--- src/rtl/count_ctrl.sv ---
// count_ctrl: command-driven sequencer for a prescaled up-counter with a
// terminal value. It runs one-shot or periodic sequences and reports
// completion through a done/done_ack handshake.
module count_ctrl #(
    parameter int unsigned WIDTH = 16,
    parameter int unsigned DIV_W = 8
) (
    input  logic             clk,
    input  logic             rst,
    input  logic             cmd_valid,
    output logic             cmd_ready,
    input  logic [1:0]       cmd_op,
    input  logic [WIDTH-1:0] cmd_term,
    input  logic [DIV_W-1:0] cmd_div,
    input  logic             periodic,
    input  logic             done_ack,
    output logic [WIDTH-1:0] count,
    output logic             tc,
    output logic             done,
    output logic             busy,
    output logic [1:0]       state
);

    localparam logic [1:0] OP_START  = 2'd0;
    localparam logic [1:0] OP_STOP   = 2'd1;
    localparam logic [1:0] OP_RESUME = 2'd2;
    localparam logic [1:0] OP_CLEAR  = 2'd3;

    typedef enum logic [1:0] {
        ST_IDLE  = 2'd0,
        ST_RUN   = 2'd1,
        ST_PAUSE = 2'd2,
        ST_DONE  = 2'd3
    } state_t;

    state_t             state_q;
    logic [WIDTH-1:0]   term_q;
    logic [DIV_W-1:0]   div_q;
    logic [DIV_W-1:0]   presc_q;
    logic               mode_q;

    logic               accept_c;
    logic               start_c;
    logic               tick_c;

    // Command acceptance and prescaler terminal decode.
    always_comb begin
        accept_c = cmd_valid && cmd_ready;
        start_c  = accept_c && (cmd_op == OP_START);
        tick_c   = (presc_q == div_q);
    end

    assign state = state_q;

    // Sequencer: state, counter, prescaler and registered status outputs.
    // An accepted command always takes priority over a prescaler tick.
    always_ff @(posedge clk) begin
        if (rst) begin
            state_q   <= ST_IDLE;
            count     <= '0;
            term_q    <= '0;
            div_q     <= '0;
            presc_q   <= '0;
            mode_q    <= 1'b0;
            tc        <= 1'b0;
            done      <= 1'b0;
            busy      <= 1'b0;
            cmd_ready <= 1'b1;
        end else begin
            tc <= 1'b0;
            if (start_c) begin
                // START restarts from any non-DONE state.
                state_q   <= ST_RUN;
                count     <= '0;
                presc_q   <= '0;
                term_q    <= cmd_term;
                div_q     <= cmd_div;
                mode_q    <= periodic;
                busy      <= 1'b1;
                done      <= 1'b0;
                cmd_ready <= 1'b1;
            end else begin
                case (state_q)
                    ST_IDLE: begin
                        if (accept_c && (cmd_op == OP_CLEAR)) begin
                            count <= '0;
                        end
                    end
                    ST_RUN: begin
                        if (accept_c) begin
                            if (cmd_op == OP_STOP) begin
                                state_q <= ST_PAUSE;
                            end else if (cmd_op == OP_CLEAR) begin
                                count   <= '0;
                                presc_q <= '0;
                            end
                        end else if (tick_c) begin
                            presc_q <= '0;
                            if (count == term_q) begin
                                tc <= 1'b1;
                                if (mode_q) begin
                                    count <= '0;
                                end else begin
                                    state_q   <= ST_DONE;
                                    busy      <= 1'b0;
                                    done      <= 1'b1;
                                    cmd_ready <= 1'b0;
                                end
                            end else begin
                                count <= count + WIDTH'(1);
                            end
                        end else begin
                            presc_q <= presc_q + DIV_W'(1);
                        end
                    end
                    ST_PAUSE: begin
                        if (accept_c) begin
                            if (cmd_op == OP_RESUME) begin
                                state_q <= ST_RUN;
                            end else if (cmd_op == OP_CLEAR) begin
                                count   <= '0;
                                presc_q <= '0;
                            end
                        end
                    end
                    ST_DONE: begin
                        if (done_ack) begin
                            state_q   <= ST_IDLE;
                            done      <= 1'b0;
                            cmd_ready <= 1'b1;
                        end
                    end
                    default: begin
                        state_q <= ST_IDLE;
                    end
                endcase
            end
        end
    end

endmodule

--- config.mk ---
export PLATFORM = sky130hd
export DESIGN_NAME = count_ctrl
export DESIGN_NICKNAME = d
export VERILOG_FILES = /design/src/rtl/count_ctrl.sv
export SDC_FILE = /design/constraint.sdc
export NUM_CORES = 1
export LEC_CHECK = 0
export CORE_MARGIN = 3
export CORE_UTILIZATION = 35
export DETAILED_ROUTE_END_ITERATION = 10
export GPL_TIMING_DRIVEN = 1
export PLACE_DENSITY_LB_ADDON = 0.1
export SLEW_MARGIN = 5
export SYNTH_ARGS = -nofsm -noshare
export SYNTH_HDL_FRONTEND = slang
export SYNTH_SLANG_ARGS = --single-unit
--- constraint.sdc ---
create_clock -name clk -period 2.35 [get_ports clk]
set_clock_uncertainty 0.05 [all_clocks]
set_input_delay 0.47 -clock clk [delete_from_list [all_inputs] [get_ports clk]]
set_output_delay 0.47 -clock clk [all_outputs]
set_load 0.01 [all_outputs]
Word-level counts from Yosys, hierarchy flattened
Cells that the tools add are included.

Output and inout port bits: 22. Register bits: 55. Input bits: 31. Logic and storage cells: 110.

Equality and inequality tests: 32. Bitwise operators: 2. Reduce and logical (&&, ||, !) cells: 21. $add $sub $neg: 2. Muxes and demuxes: 42.

Operators by type and width (count): $mux W16 (9); $mux W8 (6); $pmux W16 S3 (1); $ne A3 B3 Y1 const B (8); $ne A4 B4 Y1 const B (5); $ne A2 B2 Y1 const B (9); $add A16 B1 Y16 const B (1); $eq A16 B16 Y1 (1); $mux W2 (8); $pmux W8 S2 (1); $reduce_and A8 Y1 (2); $mux W1 (14); $reduce_bool A2 Y1 (5); $add A8 B1 Y8 const B (1); $eq A2 B2 Y1 const B (4); $eq A8 B8 Y1 (1); $reduce_and A7 Y1 (1); $pmux W2 S3 (1); $reduce_and A6 Y1 (1); $reduce_bool A3 Y1 (2); $reduce_and A5 Y1 (1); $reduce_or A5 Y1 (1); $eq A2 B1 Y1 const B (2); $logic_not A2 Y1 (2); 7 further kinds (12).

Depth between registers and ports, before layout
Gate-level depths: netlist of run 1.

Word-level depth: 6. Mapped depth: 10. Mapped depth without buffers: 8.

Worst setup path before layout of run 1
Ideal clock, no wire load.

Path kind: register to register. Start point: register state_q[0], in the netlist state[0]. End point: register count[7]. Setup time: 0.120 ns. Arrival time: 2.195 ns. Stages on the path, launching flop included: 11. Data required time: 2.180 ns. Clock period less this slack: 2.365 ns. Path slack: -0.015 ns. Buffers on the path: 2. Cells stage by stage: dfxtp_1 -> inv_1 -> ha_1 -> buf_2 -> a21oi_1 -> a32oi_1 -> o31ai_4 -> o221a_2 -> a21oi_2 -> buf_6 -> a211o_1.

Cells in the longest elaborated chain, start to end: 3. Elaborated cells between the ends (all ways): 12. Those cells by class: 8 x eq/ne; 1 x mux; 3 x reduce/logical.

Ends and longest elaborated chain: start, declared (RTL line 36) `state_t state_q;`; start signal, assigned (RTL line 59) `state_q <= ST_IDLE;`; start signal, assigned (RTL line 73) `state_q <= ST_RUN;`; start signal, assigned (RTL line 92) `state_q <= ST_PAUSE;`; $eq A2 B1 Y1 (tied with other cells) (RTL line 83) `case (state_q)`; $ne A4 B4 Y1 (no source line) (tied with other cells); $reduce_and A7 Y1 (no source line); end signal, assigned (RTL line 110) `count <= count + WIDTH'(1);`; end, declared (RTL line 17) `output logic [WIDTH-1:0] count,`.

Parallel ways exist; a longest one is shown, timed or not. A chain may end at the register's enable or synchronous reset.

Final worst setup path of run 1
Start point: register count[3]. End point: register count[13].

Cells in the longest elaborated chain, start to end: 5. Elaborated cells between the ends (all ways): 8. Those cells by class: 1 x add/sub; 2 x eq/ne; 4 x mux; 1 x reduce/logical.

Ends and longest elaborated chain: $add A16 B1 Y16 or $eq A16 B16 Y1 (tied branches) (RTL line 110, 99); $mux W16 (RTL line 99) `if (count == term_q) begin`; $mux W16 (RTL line 97) `end else if (tick_c) begin`; $mux W16 (RTL line 90) `if (accept_c) begin`; $pmux W16 S3 (RTL line 83).

Parallel ways exist; a longest one is shown, timed or not. The select of a mux whose other input is x is not followed.

==> flow_summary.ini, run 1 <==
[run_status]
status = finished, final reports clean

[worst_setup_path]
endpoint_kind = register
cp_data_required_time_ps = 2500
slowest_delay_ps = 370
crit_arrival_ps = 2420
path_cells = xor2_1, nor4_1, nand4_1, buf_6, buf_12, and4_4, and3_1, a221o_1
path_class = register to register
startpoint_type = register
cp_max_fo = 9
cp_slowest_cell = dfxtp_1

[layout]
antenna_cells = 0
mostFrequentLayoutCells = nand2_1, dfxtp_1, buf_4, clkdlybuf4s50_1, a21oi_1
layout.cells.non_filler = 570
layout_commonest_cell = nand2_1
fin_nets = 503
drive_gt1_frac = 0.1742
final_area_um2 = 4123
fill_cells = 863
syn2layout_area_growth_pct = 37.69

[global_route]
antenna_found_initial = 0
grt_pass1_wl_um = 13700
grtUsageTotal = 0.1723
grt_max_degree = 29
grt_overflow = 0
grt_pass1_vias = 2757

[logic_synthesis]
yosysUniqueCellTypes = 56
synthFlopType = dfxtp_1
synth_edf_count = 0
yosysWarnings = 0
synth_area_leaders = dfxtp_1, nand2_1, a21oi_1
synth-seq-cells = 55
yosys.area.top_type_share = 0.3677
async_reset_ff_frac = 0
syn_area_per_cell_um2 = 8.136
synth_top_area_cell = dfxtp_1
syn_nets = 407
synth_area_um2 = 2994
netlist_instances = 368
ys_seq_area_frac = 0.3677

[pwr]
vdd_drop_max_uv = 309.6
power_leakage_nw = 1.682
p_per_area_nw_per_um2 = 593.2
total_power_mw = 2.445

[route]
via_per_inst = 5.123
ant_nets = 0
dr.pass1.iters = 4
initialDrtViolationCount = 174
drc = 0
wl_um = 8298
post_drt_wl_per_cell_um = 14.56
vias = 2920

[die]
dieHeight_um = 98.49
io_pins = 53
core_area_um2 = 8258
start_util = 0.3626
die_area_um2 = 9700
rows = 33
dieWidth_um = 98.49

[sta]
min_period_ps = 2265
max_slew_margin = 0.7108
max_freq_mhz = 441.5
worst_slew_pin_slew_ps = 429.8
holdWs_ps = 423.8
final-max-slew-violation-count = 0
hold_viol_final = 0
final-setup-viol-count = 0
fin_crit_sh = 0.9638

[clock_network]
clk_latency_ps = 310
cts_buffers = 5
cts.sinks = 55
cts_tree = built
clockBufferDepth = 2
ctsRootBufferMaster = clkbuf_8
cts.reportedPaths.clkPinSlew_ps = 100
cts_htree_levels = 2

[place]
io_buffers = 52
placed_cell_area_um2 = 3964
dp.cells = 560
hpwl_um = 6321
globalplace.congestion = 0.7899

[min_path]
hp-class = register to register

[flow_run]
max_cap_viol_count = 0
[cells in the mapped netlist (2+ instances only)]
| master | n |
|---|---|
| o22ai_1 | 2 |
| mux2i_1 | 2 |
| o21ai_0 | 11 |
| nor4_1 | 11 |
| buf_6 | 4 |
| ha_1 | 8 |
| o21ai_1 | 2 |
| a22oi_1 | 2 |
| nand4_1 | 4 |
| xor2_1 | 16 |
| o21ba_1 | 3 |
| buf_2 | 2 |
| a31oi_1 | 4 |
| nor2_1 | 16 |
| xnor2_1 | 8 |
| a211o_1 | 3 |
| o22a_1 | 4 |
| and3_1 | 15 |
| a21oi_2 | 2 |
| o211ai_1 | 2 |
| clkbuf_1 | 13 |
| nor2b_1 | 2 |
| nor3_1 | 9 |
| a21oi_1 | 43 |
| nand2b_1 | 3 |
| nand2_1 | 66 |
| nand3_1 | 14 |
| dfxtp_1 | 55 |
| mux2_2 | 2 |
| a211oi_1 | 2 |
| inv_1 | 7 |
| or3_1 | 5 |
| nand3b_1 | 3 |
[power breakdown]
part	total [mW]	leakage [nW]	internal (mW)	switching, mW
clock network	0.650	0.0558	0.323	0.327
registers	0.987	0.446	0.962	0.0251
logic	0.808	1.18	0.391	0.417
[cell type report]
class,count,area [um^2],share of cell area
Clock buffer,6,72.57,0.01760
Clock inverter,2,38.79,0.009408
Inverter,7,26.28,0.006373
Multi-Input combinational cell,286,1774,0.4303
Sequential cell,55,1102,0.2674
Tap cell,105,131.4,0.03187
Timing Repair Buffer,109,977.2,0.2370
[worst paths after layout]
path | from | end | slack [ps] | cells after the start
setup / recovery | count[3] | count[13] | 80 | 8
hold / removal | term_q[8] | term_q[8] | 420 | 2
setup reg to reg | count[3] | count[13] | 80 | 8
hold reg to reg | term_q[8] | term_q[8] | 420 | 2
[registers in the layout, indices dropped and copies added, names as in the netlist]
register	count
count	16
term_q	16
div_q	8
presc_q	8
state	2
busy	1
cmd_ready	1
done	1
mode_q	1
tc	1
[cells by family after synthesis]
logic type      after synthesis  synth area share
simple gates                156            0.2608
mux                           4           0.01421
flops                        55            0.3677
fa+ha+maj                     8           0.03343
buf+inv                      27           0.04597
compound gates               94            0.2077
xor+xnor                     24           0.07020
[worst max-delay path: cells and delay by family, from the launching register on]
kind,cells,cell delay [ps]
AO/OA/AOI/OAI,1,250
XOR/XNOR,1,150
flip-flops,1,370
AND/OR/NAND/NOR,4,960
buffers and inverters,2,370
[repair_timing]
| item | 4_1_cts | 5_1_grt |
|---|---|---|
| buffers inserted | 0 | 2 |
| endpoints found under the setup margin | 0 | 13 |
| hold buffers | 0 | 0 |
| hold endpoints to repair | 0 | 0 |
| gates resized for setup | 0 | 4 |
[layer usage]
layer,share of wire,global-route usage,up-vias
li1,-,-,1506
met1,0.53,0.2635,1352
met2,0.42,0.2522,60
met3,0.040,0.02760,2
met4,0.0051,0.04097,0
met5,0,0,-
[per-stage QoR]
step / utilization / TNS [ps] / setup WS [ps]
6_report: 0.4992 / 0 / 84.97
5_1_grt: 0.4992 / -11.49 / -11.49
4_1_cts: 0.4935 / 0 / 1.122
2_1_floorplan: - / 0 / 80.36
3_3_place_gp: 0.4800 / -821.1 / -105.9
3_5_place_dp: 0.4800 / -944.0 / -131.9
Power figures use the tool's default switching activity.
==> run 2, diff against run 1 <==
Settings changed: ABC_CLOCK_PERIOD_IN_PS from default to 2350, CAP_MARGIN from default to 20.
==> results of run 2 <==
The final DEF is identical to that of run 1; final timing and power are the same.
